===== config.mk =====
export PLATFORM = sky130hd
export DESIGN_NAME = lsu_ctrl
export DESIGN_NICKNAME = d
export VERILOG_FILES = /design/src/rtl/scc_pkg.sv /design/src/rtl/lsu_agu.sv /design/src/rtl/lsu_ctrl.sv
export SDC_FILE = /design/constraint.sdc
export NUM_CORES = 1
export LEC_CHECK = 0
export CAP_MARGIN = 10
export CORE_UTILIZATION = 48
export DETAILED_ROUTE_END_ITERATION = 16
export GPL_TIMING_DRIVEN = 1
export PLACE_DENSITY = 0.84
export SLEW_MARGIN = 20
export SYNTH_ARGS = -nofsm -noshare
export SYNTH_HDL_FRONTEND = slang
export SYNTH_SLANG_ARGS = --single-unit

===== constraint.sdc =====
create_clock -name clk -period 3.06 [get_ports clk]
set_input_delay 0.612 -clock clk [delete_from_list [all_inputs] [get_ports clk]]
set_output_delay 0.612 -clock clk [all_outputs]
set_load 0.01 [all_outputs]

===== src/rtl/scc_pkg.sv =====
`default_nettype none
// +----------------------------------------------------------------------+
// | Module : scc_pkg                                                     |
// | Brief  : Shared LSU types: FSM state encoding, opcode constant and   |
// |          a sign-extension helper.                                    |
// | Rev    : 1.0  initial release                                        |
// +----------------------------------------------------------------------+
package scc_pkg;

   // First-level opcode field value that selects the load/store group
   localparam logic [1:0] OPC_LDST = 2'b10;

   // Width of the ACCESS-cycle watchdog counter
   localparam int CNT_W = 8;

   typedef enum logic [1:0] {
      ST_IDLE   = 2'd0,
      ST_ACCESS = 2'd1,
      ST_WB     = 2'd2,
      ST_FAULT  = 2'd3
   } lsu_state_t;

   // Sign-extend a 16-bit immediate to a 32-bit address offset
   function automatic logic [31:0] sext16(input logic [15:0] v);
      return {{16{v[15]}}, v};
   endfunction

endpackage
`default_nettype wire


===== src/rtl/lsu_agu.sv =====
`default_nettype none
// +----------------------------------------------------------------------+
// | Module : lsu_agu                                                     |
// | Brief  : Combinational address generator: base + sext(offset),       |
// |          wrapping modulo 2^32, with optional word-alignment check.   |
// | Rev    : 1.0  initial release                                        |
// +----------------------------------------------------------------------+
module lsu_agu
   import scc_pkg::*;
#(
   parameter bit ALIGN_CHECK = 1'b1
) (
   input  logic [31:0] base,
   input  logic [15:0] offset,
   output logic [31:0] addr,
   output logic        misaligned
);

   // Effective address and alignment flag; overflow simply wraps
   always_comb begin
      addr       = base + sext16(offset);
      misaligned = ALIGN_CHECK && (addr[1:0] != 2'b00);
   end

endmodule
`default_nettype wire


===== src/rtl/lsu_ctrl.sv =====
`default_nettype none
// +----------------------------------------------------------------------+
// | Module : lsu_ctrl                                                    |
// | Brief  : Single-outstanding load/store controller. Accepts a decoded |
// |          request, drives one data-memory access, writes loads back   |
// |          to the register file and faults on timeout/misalignment.    |
// | Rev    : 1.0  initial release                                        |
// +----------------------------------------------------------------------+
module lsu_ctrl
   import scc_pkg::*;
#(
   parameter int TIMEOUT          = 16,
   parameter int ADDR_ALIGN_CHECK = 1
) (
   input  logic        clk,
   input  logic        rst_n,
   input  logic        req_valid,
   output logic        req_ready,
   input  logic        req_store,
   input  logic [2:0]  req_dest,
   input  logic [31:0] req_base,
   input  logic [15:0] req_offset,
   input  logic [31:0] req_wdata,
   output logic [31:0] mem_addr,
   output logic [31:0] mem_wdata,
   output logic        mem_read,
   output logic        mem_write,
   input  logic [31:0] mem_rdata,
   input  logic        mem_ready,
   output logic        w_enable,
   output logic [2:0]  w_addr,
   output logic [31:0] w_data,
   output logic        stall,
   output logic        done,
   output logic        fault,
   input  logic        fault_clr
);

   localparam logic [CNT_W-1:0] C_LIMIT = CNT_W'(TIMEOUT);

   lsu_state_t       r_state;
   lsu_state_t       state_nxt;
   logic [CNT_W-1:0] r_cnt;
   logic [31:0]      r_addr;
   logic [31:0]      r_wdata;
   logic [31:0]      r_rdata;
   logic             r_store;
   logic [2:0]       r_dest;

   logic [31:0]      agu_addr;
   logic             agu_misaligned;
   logic             accept;
   logic             limit_hit;

   lsu_agu #(
      .ALIGN_CHECK (ADDR_ALIGN_CHECK != 0)
   ) u_agu (
      .base       (req_base),
      .offset     (req_offset),
      .addr       (agu_addr),
      .misaligned (agu_misaligned)
   );

   assign accept    = (r_state == ST_IDLE) && req_valid;
   // Counter holds cycles already spent in ACCESS; this cycle is number r_cnt+1
   assign limit_hit = ((r_cnt + 1'b1) == C_LIMIT);

   // State register; reset drops straight to IDLE so strobes vanish at once
   always_ff @(posedge clk or negedge rst_n) begin
      if (!rst_n) begin
         r_state <= ST_IDLE;
      end else begin
         r_state <= state_nxt;
      end
   end

   // Next-state logic; mem_ready beats the watchdog in the same cycle
   always_comb begin
      state_nxt = r_state;
      case (r_state)
         ST_IDLE: begin
            if (req_valid) begin
               state_nxt = agu_misaligned ? ST_FAULT : ST_ACCESS;
            end
         end
         ST_ACCESS: begin
            if (mem_ready) begin
               state_nxt = r_store ? ST_IDLE : ST_WB;
            end else if (limit_hit) begin
               state_nxt = ST_FAULT;
            end
         end
         ST_WB: begin
            state_nxt = ST_IDLE;
         end
         ST_FAULT: begin
            if (fault_clr) begin
               state_nxt = ST_IDLE;
            end
         end
         default: begin
            state_nxt = ST_IDLE;
         end
      endcase
   end

   // Request capture on accept, watchdog count and load-data capture in ACCESS
   always_ff @(posedge clk or negedge rst_n) begin
      if (!rst_n) begin
         r_cnt   <= '0;
         r_addr  <= '0;
         r_wdata <= '0;
         r_rdata <= '0;
         r_store <= 1'b0;
         r_dest  <= '0;
      end else if (accept) begin
         r_cnt   <= '0;
         r_addr  <= agu_addr;
         r_wdata <= req_wdata;
         r_store <= req_store;
         r_dest  <= req_dest;
      end else if (r_state == ST_ACCESS) begin
         r_cnt <= r_cnt + 1'b1;
         if (mem_ready && !r_store) begin
            r_rdata <= mem_rdata;
         end
      end
   end

   // Outputs decoded from state; a store retires in its completing ACCESS cycle
   always_comb begin
      req_ready = (r_state == ST_IDLE);
      stall     = (r_state != ST_IDLE);
      mem_addr  = r_addr;
      mem_wdata = r_wdata;
      mem_read  = (r_state == ST_ACCESS) && !r_store;
      mem_write = (r_state == ST_ACCESS) &&  r_store;
      w_enable  = (r_state == ST_WB);
      w_addr    = (r_state == ST_WB) ? r_dest : 3'd0;
      w_data    = r_rdata;
      done      = (r_state == ST_WB) ||
                  ((r_state == ST_ACCESS) && mem_ready && r_store);
      fault     = (r_state == ST_FAULT);
   end

endmodule
`default_nettype wire

**Yosys cells after proc, flatten, opt, wreduce, memory -nomap -nowiden**

Index checks and enable logic that the tools add are counted.

- Output and inout bits: 106
- Input port bits: 121
- Flip-flop bits (word level): 110
- Word-level logic and storage cells: 41

- Mux-type cells: 10
- Bitwise logic cells: 1
- Eq/ne operators: 7
- $add $sub $neg: 2
- Reductions and logical operators: 14

Operator list:

| cell | number |
|---|---|
| $add A32 B32 Y32 | 1 |
| $mux W8 | 2 |
| $mux W2 | 6 |
| $add A8 B1 Y8 const B | 1 |
| $eq A8 B5 Y1 const B | 1 |
| $pmux W2 S4 | 1 |
| $logic_and A1 B1 Y1 | 6 |
| $reduce_and A3 Y1 | 2 |
| $reduce_bool A2 Y1 | 3 |
| $eq A2 B2 Y1 const B | 2 |
| $mux W3 | 1 |
| $ne A3 B3 Y1 const B | 1 |
| $eq A2 B1 Y1 const B | 1 |
| $logic_not A2 Y1 | 1 |
| $ne A2 B1 Y1 const B | 1 |
| $ne A2 B2 Y1 const B | 1 |
| $logic_not A1 Y1 | 1 |
| $logic_or A1 B1 Y1 | 1 |
| $not A1 Y1 | 1 |

**Logic depth before layout (Yosys ltp)**

Gate-level depths: netlist (run 1).

- Word-level depth: 5
- Mapped depth: 9
- Gate-level depth less buffers: 9

**Hierarchy**

A second synthesis (run 1) with hierarchy kept.

- Cell total of the unflattened synthesis: 528
- Area, all modules: 6,143.4 um^2

By module, submodules not included:

| module | seq. area each (um^2) | cells an instance | area an instance (um^2) | times used |
|---|---|---|---|---|
| lsu_ctrl | 2,752.6 | 287 | 4,405.5 | 1 |
| lsu_agu | 0.0 | 241 | 1,737.9 | 1 |

**Least setup slack after synthesis (run 1)**

Ideal clock, no wire load.

- Path kind: input-to-reg
- Start: input port req_base[1]
- End: register r_addr[29] (netlist: mem_addr[29])
- Buffers on the path: 0
- Setup time: 131 ps
- Path slack: 351 ps
- Stages on the path: 8
- Arrival time: 2,578 ps
- Data required time: 2,929 ps
- Cell sequence: ha_1 -> a21oi_1 -> nand4b_1 -> a2111oi_4 -> o2111ai_2 -> a2111o_1 -> nand4_1 -> or3b_1

- Word-level cells in the longest chain between the ends: 1

RTL lines:

| what | RTL line | source |
|---|---|---|
| from (decl) | lsu_ctrl.sv:21 | `input logic [31:0] req_base,` |
| $add A32 B32 Y32 | lsu_agu.sv:21 | `addr = base + sext16(offset);` |
| to (signal assigned) | lsu_ctrl.sv:118 | `r_addr <= agu_addr;` |
| to (decl) | lsu_ctrl.sv:44 | `logic [31:0] r_addr;` |

No other way between the ends.
A chain may end at the register's enable or synchronous reset.

**Final worst setup path (run 1)**

Same ends and word-level chain as after synthesis.

==> key figures, run 1 <==
Timing
  – RSZ-0062 raised after global routing: false
  – Final Cycle Share: 94.8%
  – Slew HR: 44.7%
  – Hold WS: 0.362 ns
  – Final worst setup slack: 0.159 ns
  – Clock skew: 0.0112 ns
  – Slew Limit Fails: 0
  – Sum Neg Setup Slack: 0 ns
  – Max Clock Freq: 345 MHz
  – Slew @ Worst Pin: 0.830 ns
  – Final hold viol count: 0
  – Fin crit period: 2.90 ns
  – Final setup viols: 0

Route
  – DRC Markers: 0
  – Vias per cell: 5.31
  – Detailed Routing Iterations Pass 1: 6
  – DR WL/cell: 15.8 µm
  – Via count: 5,860
  – Final wirelength: 17,400 µm
  – Post-route ant nets: 0
  – First DRT Iteration DRCs: 333

Yosys
  – Synth warn: 0
  – Cell variety after synth: 51
  – Mean Syn Cell Area: 9.15 µm²
  – Syn Nets: 816
  – Sequential area share after synthesis: 45.4%
  – Mapped Area: 6060 µm²
  – Syn Inst Count: 662
  – FF+latch count, synth: 110

Setup path
  – R2r startpoint: r_state[0]$_DFFE_PN0P_
  – Crit Path Category: in2reg
  – Worst endpoint required time: 3.29 ns
  – Worst Path Arrival: 3.13 ns
  – WP buf/inv: 1
  – CP max stage delay: 0.45 ns
  – CP startpoint: req_base[1]
  – CP max-delay cell: a2111o_1
  – Max FO, Critical Path: 2
  – Critical Path End Type: flip-flop
  – Cells along the critical path: clkdlybuf4s50_1, ha_1, a21oi_1, nand4b_1, a2111oi_4, o2111ai_2, a2111o_1, nand4_1, or3b_1
  – CP startpoint kind: input port
  – Family with the most delay on the worst path: compound AO/OA/AOI/OAI gates

Finish
  – Fin area: 9110 µm²
  – Area delta synth->final: 50.4%
  – N_diodes: 0
  – Most frequent cells in the layout: 225 x clkdlybuf4s50_1, 186 x nand2_1, 110 x dfrtp_1
  – Most common library cell in the layout ignoring fill and taps: clkdlybuf4s50_1
  – Layout cells sized above 1: 12.8%
  – Nets@finish: 1,084

Power
  – Switching share of power: 35.5%
  – Total power: 0.00727 W
  – Max VDD drop: 0.306 mV
  – Seq pwr share: 34.5%
  – Clock network power share: 15.6%
  – Psw: 0.00258 W
  – P_leak: 4.11 nW
  – Combinational Power Share: 49.8%
  – PwrDens: 798 nW/µm²
  – P_int: 0.00469 W

Global routing
  – GRT Overall Usage: 27.3%
  – Global-route wire length before repair: 28,100 µm
  – Number of global-route vias before repair: 5,828
  – Gr ovfl total: 0
  – Initial antenna violation count: 0
  – Largest net degree at the start of global routing: 63

Placed design
  – Dpl hpwl: 13,500 µm
  – Final GP Congestion: 0.910
  – IO buf count: 226
  – Pre-CTS setup slack: -0.250 ns
  – Post-DP Area: 8820 µm²

Floorplanning
  – Die width: 114 µm
  – Die height: 114 µm
  – Site row count: 40
  – Starting Density: 49.8%
  – Core box area: 12,200 µm²
  – Die area: 13,100 µm²
  – IO Pins: 227

Clock tree
  – CTS tree: built
  – Max clock buf depth: 2
  – Clk sinks: 110
  – H-tree levels: 3
  – Post-CTS Setup Bufs: 0
  – Total CTS buffers: 9
  – CTS clk-pin slew, worst paths: 0.07 ns
  – Root Buffer Master: clkbuf_16
  – Worst skew pair latency: 0.35 ns

Hold path
  – Worst hold path class: in2async

Run status
  – Status: completed

Job
  – Max cap viols: 0
-- cell usage after synthesis, drive strengths merged --
library cell	instances	area [µm²]
mux2	32	360
o32ai	1	8.76
fa	1	20.0
nand4b	2	17.5
ha	32	400
and3	2	12.5
nand2b	1	6.26
nand2	187	702
a21boi	2	15.0
and3b	1	8.76
a21oi	38	194
o21bai	1	7.51
a211oi	5	37.5
o311ai	1	8.76
nand4	12	75.1
and2	8	50.1
buf	17	125
o22ai	1	6.26
nor3	10	61.3
a2111o	1	11.3
o31a	1	8.76
a2111oi	1	27.5
a31oi	4	25.0
a21o	12	90.1
nor2b	2	12.5
a221oi	2	17.5
clkbuf	14	62.6
inv	8	30.0
or3	2	12.5
o21a	9	67.6
xor2	8	70.1
nand3	13	65.1
nor2	34	128
o211ai	5	37.5
dfrtp	110	2750
o31ai	6	45.0
o21ba	2	20.0
o21ai	51	255
xnor2	11	96.3
or3b	1	8.76
or4	4	30.0
o2bb2ai	1	8.76
and2b	1	8.76
o2111ai	5	50.0
-- cell families (layout without fill, tap and decap cells) --
kind of cell             after synthesis  in the layout  synth area share [%]
AO/OA/AOI/OAI                        149            149                  15.6
XOR/XNOR                              19             19                  2.75
adder cells (fa/ha/maj)               33             33                  6.94
buffers and inverters                 39            312                  3.59
flip-flops                           110            110                  45.4
multiplexers                          32             32                  5.95
AND/OR/NAND/NOR                      280            280                  19.8
-- power groups by stage --
stage	Sequential [W]	Clock [W]	Combinational (W)
2_1_floorplan	0.00279	0	0.00134
3_3_place_gp	0.00249	0	0.00352
3_5_place_dp	0.00254	0	0.00362
4_1_cts	0.00251	0.00115	0.00364
5_1_grt	0.00259	0.00121	0.00392
6_report	0.00251	0.00114	0.00362
-- worst reg2reg max path: stages, from the launching register on --
cell      delay (ns)
dfrtp_1         0.46
nor2_1          0.32
nand2_2         0.41
buf_4           0.32
a221oi_1        0.29
nand3_1         0.11
-- sequential cells by signal (all words and copies together), names as in the netlist --
signal and count:
mem_wdata 32, r_state 2, mem_addr 32, w_data 32, r_dest 3, r_store 1
r_cnt 8
-- routing by layer --
metal / part of all wire (%) / GRT usage [%] / up-vias
met4: 3.2 / 11.1 / 0
met5: 0 / 0 / -
li1: - / - / 2839
met3: 5.2 / 3.34 / 45
met1: 41 / 33.1 / 2730
met2: 50 / 49.1 / 246
-- through the flow --
step | util (%) | instances
6_report | 74.9 | 1103
5_1_grt | 74.9 | 1103
4_1_cts | 74.9 | 1103
3_5_place_dp | 72.5 | 1087
3_3_place_gp | 72.5 | 1087
2_1_floorplan | - | 662
-- area by class of cell --
cell class,instances,area (µm²)
multi-input combinational,513,3100
fill,843,3050
sequential,110,2750
timing repair buffer,288,2740
clock buffer,10,239
tap,168,210
clock inverter,6,46.3
inverter,8,30.0
-- path summary, 6_finish.rpt --
check,end,slack (ns),cells after the start
max,mem_addr[29]$_DFFE_PN0P_,0.16,9
min,w_data[5]$_DFFE_PN0P_,0.36,1
max reg2reg,mem_addr[27]$_DFFE_PN0P_,1.02,5
min reg2reg,r_dest[0]$_DFFE_PN0P_,0.47,2
max in group asynchronous,mem_wdata[25]$_DFFE_PN0P_,1.98,2
min in group clk,r_dest[0]$_DFFE_PN0P_,0.47,2
-- what timing repair did --
item / in CTS / in global routing
endpoints found under the setup margin: 0 / 2
hold buffers: 0 / 0
resized for setup: 0 / 1
(Power assumes the default switching activity.)
==> run 2, diff against run 1 <==
--- a/config.mk
+++ b/config.mk
@@ -6,11 +6,15 @@
 export NUM_CORES = 1
 export LEC_CHECK = 0
 export CAP_MARGIN = 10
-export CORE_UTILIZATION = 48
+export CELL_PAD_IN_SITES_DETAIL_PLACEMENT = 0
+export CELL_PAD_IN_SITES_GLOBAL_PLACEMENT = 1
+export CORE_UTILIZATION = 36
+export CTS_BUF_LIST = sky130_fd_sc_hd__clkbuf_4
 export DETAILED_ROUTE_END_ITERATION = 16
 export GPL_TIMING_DRIVEN = 1
-export PLACE_DENSITY = 0.84
+export PLACE_DENSITY = 0.86
 export SLEW_MARGIN = 20
 export SYNTH_ARGS = -nofsm -noshare
 export SYNTH_HDL_FRONTEND = slang
 export SYNTH_SLANG_ARGS = --single-unit
+export TNS_END_PERCENT = 1
==> key figures, run 2 (synthesis results as in run 1) <==
Global routing
  – Gr ovfl total: 0 (unchanged)
  – Global-route wire length before repair: 27,900 µm (was 28,100 µm)
  – GRT Overall Usage: 20.1% (was 27.3%)
  – Largest net degree at the start of global routing: 63 (unchanged)
  – Initial antenna violation count: 1 (was 0)
  – Number of global-route vias before repair: 5,490 (was 5,828)

Power
  – Seq pwr share: 35.7% (was 34.5%)
  – Switching share of power: 36.0% (was 35.5%)
  – Combinational Power Share: 51.6% (was 49.8%)
  – Psw: 0.00251 W (was 0.00258 W)
  – Max VDD drop: 0.350 mV (was 0.306 mV)
  – P_int: 0.00446 W (was 0.00469 W)
  – PwrDens: 761 nW/µm² (was 798 nW/µm²)
  – Clock network power share: 12.7% (was 15.6%)
  – P_leak: 4.12 nW (was 4.11 nW)

Timing
  – Final hold viol count: 0 (unchanged)
  – Sum Neg Setup Slack: 0 ns (unchanged)
  – Clock skew: 0.0150 ns (was 0.0112 ns)
  – Fin crit period: 2.81 ns (was 2.90 ns)
  – Slew @ Worst Pin: 0.635 ns (was 0.830 ns)
  – Final Cycle Share: 91.8% (was 94.8%)
  – Slew Limit Fails: 0 (unchanged)
  – Final setup viols: 0 (unchanged)
  – Slew HR: 57.7% (was 44.7%)
  – Final worst setup slack: 0.250 ns (was 0.159 ns)
  – Max Clock Freq: 356 MHz (was 345 MHz)
  – RSZ-0062 raised after global routing: false (unchanged)

Placed design
  – Dpl hpwl: 13,200 µm (was 13,500 µm)
  – Pre-CTS setup slack: -0.256 ns (was -0.250 ns)
  – IO buf count: 226 (unchanged)
  – Final GP Congestion: 0.829 (was 0.910)

Finish
  – Area delta synth->final: 51.2% (was 50.4%)
  – Most frequent cells in the layout: 225 x clkdlybuf4s50_1, 186 x nand2_1, 110 x dfrtp_1 (unchanged)
  – Nets@finish: 1,094 (was 1,084)
  – Layout cells sized above 1: 13.8% (was 12.8%)
  – Most common library cell in the layout ignoring fill and taps: clkdlybuf4s50_1 (unchanged)

Floorplanning
  – Die height: 132 µm (was 114 µm)
  – Starting Density: 36.7% (was 49.8%)
  – Core box area: 16,500 µm² (was 12,200 µm²)
  – Die area: 17,400 µm² (was 13,100 µm²)
  – Site row count: 47 (was 40)
  – IO Pins: 227 (unchanged)
  – Die width: 132 µm (was 114 µm)

Route
  – Vias per cell: 4.89 (was 5.31)
  – Post-route ant nets: 0 (unchanged)
  – First DRT Iteration DRCs: 231 (was 333)
  – DR WL/cell: 14.5 µm (was 15.8 µm)
  – Detailed Routing Iterations Pass 1: 4 (was 6)
  – DRC Markers: 0 (unchanged)
  – Via count: 5,697 (was 5,860)
  – Final wirelength: 16,900 µm (was 17,400 µm)

Clock tree
  – Root Buffer Master: clkbuf_4 (was clkbuf_16)
  – # resized after CTS: 0 (unchanged)
  – CTS clk-pin slew, worst paths: 0.17 ns (was 0.07 ns)
  – H-tree levels: 3 (unchanged)
  – Total CTS buffers: 9 (unchanged)
  – Worst skew pair latency: 0.48 ns (was 0.35 ns)
  – Hold-fix buffers, CTS: 0 (unchanged)
  – Clk sinks: 110 (unchanged)
  – Post-CTS Setup Bufs: 0 (unchanged)
  – Max clock buf depth: 2 (unchanged)
  – CTS tree: built (unchanged)

Run status
  – Status: completed (unchanged)

Setup path
  – Cells along the critical path: clkdlybuf4s50_1, ha_1, fa_1, a211oi_1, o21ai_0, o21ai_0, o21ai_1, a21oi_1, buf_4, xor2_1, o21ai_0 (was clkdlybuf4s50_1, ha_1, a21oi_1, nand4b_1, a2111oi_4, o2111ai_2, a2111o_1, nand4_1, or3b_1)
  – CP max stage delay: 0.45 ns (about the same)
  – Max FO, Critical Path: 5 (was 2)
  – R2R Setup Slk: 1.08 ns (was 1.02 ns)
  – Worst Path Arrival: 3.17 ns (was 3.13 ns)
  – Worst endpoint required time: 3.42 ns (was 3.29 ns)
  – Most Frequent Cell on Critical Path: o21ai_0
  – CP startpoint kind: input port (unchanged)
  – Critical Path End Type: flip-flop (unchanged)
  – Crit Path Category: in2reg (unchanged)
  – CP max-delay cell: fa_1 (was a2111o_1)

Hold path
  – Worst hold path class: in2async (unchanged)

Job
  – Max cap viols: 0 (unchanged)
[run 2: cell count changes in the layout (fill, tap and decap cells not counted), moves of 2 or more]
cell | previous run | this run
clkbuf_16 | 9 | 0
bufinv_16 | 0 | 2
clkinv_4 | 2 | 0
clkinv_2 | 2 | 0
inv_6 | 0 | 2
buf_4 | 62 | 71
clkbuf_4 | 0 | 9
[run 2: final timing paths]
kind,cells after the start,endpoint,from
setup / recovery,11,mem_addr[22]$_DFFE_PN0P_,req_base[0]
hold / removal,1,w_data[10]$_DFFE_PN0P_,rst_n
setup reg to reg,5,w_data[24]$_DFFE_PN0P_,r_state[1]$_DFFE_PN0P_
hold reg to reg,2,r_dest[2]$_DFFE_PN0P_,r_dest[2]$_DFFE_PN0P_
max in group asynchronous,2,mem_addr[14]$_DFFE_PN0P_,rst_n
min in group clk,2,r_dest[2]$_DFFE_PN0P_,r_dest[2]$_DFFE_PN0P_
[run 2: layout make-up]
class,count,area (µm²)
multi-input combinational,513,3100
antenna,1,2.50
timing repair buffer,298,2830
clock inverter,7,113
inverter,8,30.0
fill,1498,7360
clock buffer,9,67.6
tap,220,275
sequential,110,2750
[run 2: routing by layer]
layer  up-vias  track usage (%)  part of all wire [%]
met5         -                0                     0
met4         0             6.59                   1.6
met3        16             2.62                   4.3
met2       149             34.1                    49
met1      2671             26.5                    45
li1       2861                -                     -
[run 2: power groups by stage]
stage          sequential (W)  combinational (W)  clock (W)
6_report              0.00249            0.00360   0.000887
5_1_grt               0.00259            0.00392   0.000975
4_1_cts               0.00250            0.00365   0.000917
3_5_place_dp          0.00253            0.00365          0
3_3_place_gp          0.00250            0.00360          0
2_1_floorplan         0.00279            0.00134          0
[run 2: metrics by stage]
| stage | cells | utilization, % | total power, W | area, µm² | hold slack [ns] |
|---|---|---|---|---|---|
| 4_1_cts | 1165 | 55.4 | 0.00707 | 9160 | 0.122 |
| 3_5_place_dp | 1149 | 54.3 | 0.00618 | 8980 | 0.460 |
| 2_1_floorplan | 662 | - | 0.00413 | 6060 | 0.316 |
| 6_report | 1166 | 55.4 | 0.00698 | 9160 | 0.103 |
| 3_3_place_gp | 1149 | 54.3 | 0.00611 | 8980 | 0.450 |
| 5_1_grt | 1166 | 55.4 | 0.00748 | 9160 | 0.118 |
[run 2: critical path: cells and delay by family]
family / cells / cell delay [ns]
buf+inv: 2 / 0.57
fa+ha+maj: 2 / 0.68
compound gates: 6 / 1.16
xor+xnor: 1 / 0.14
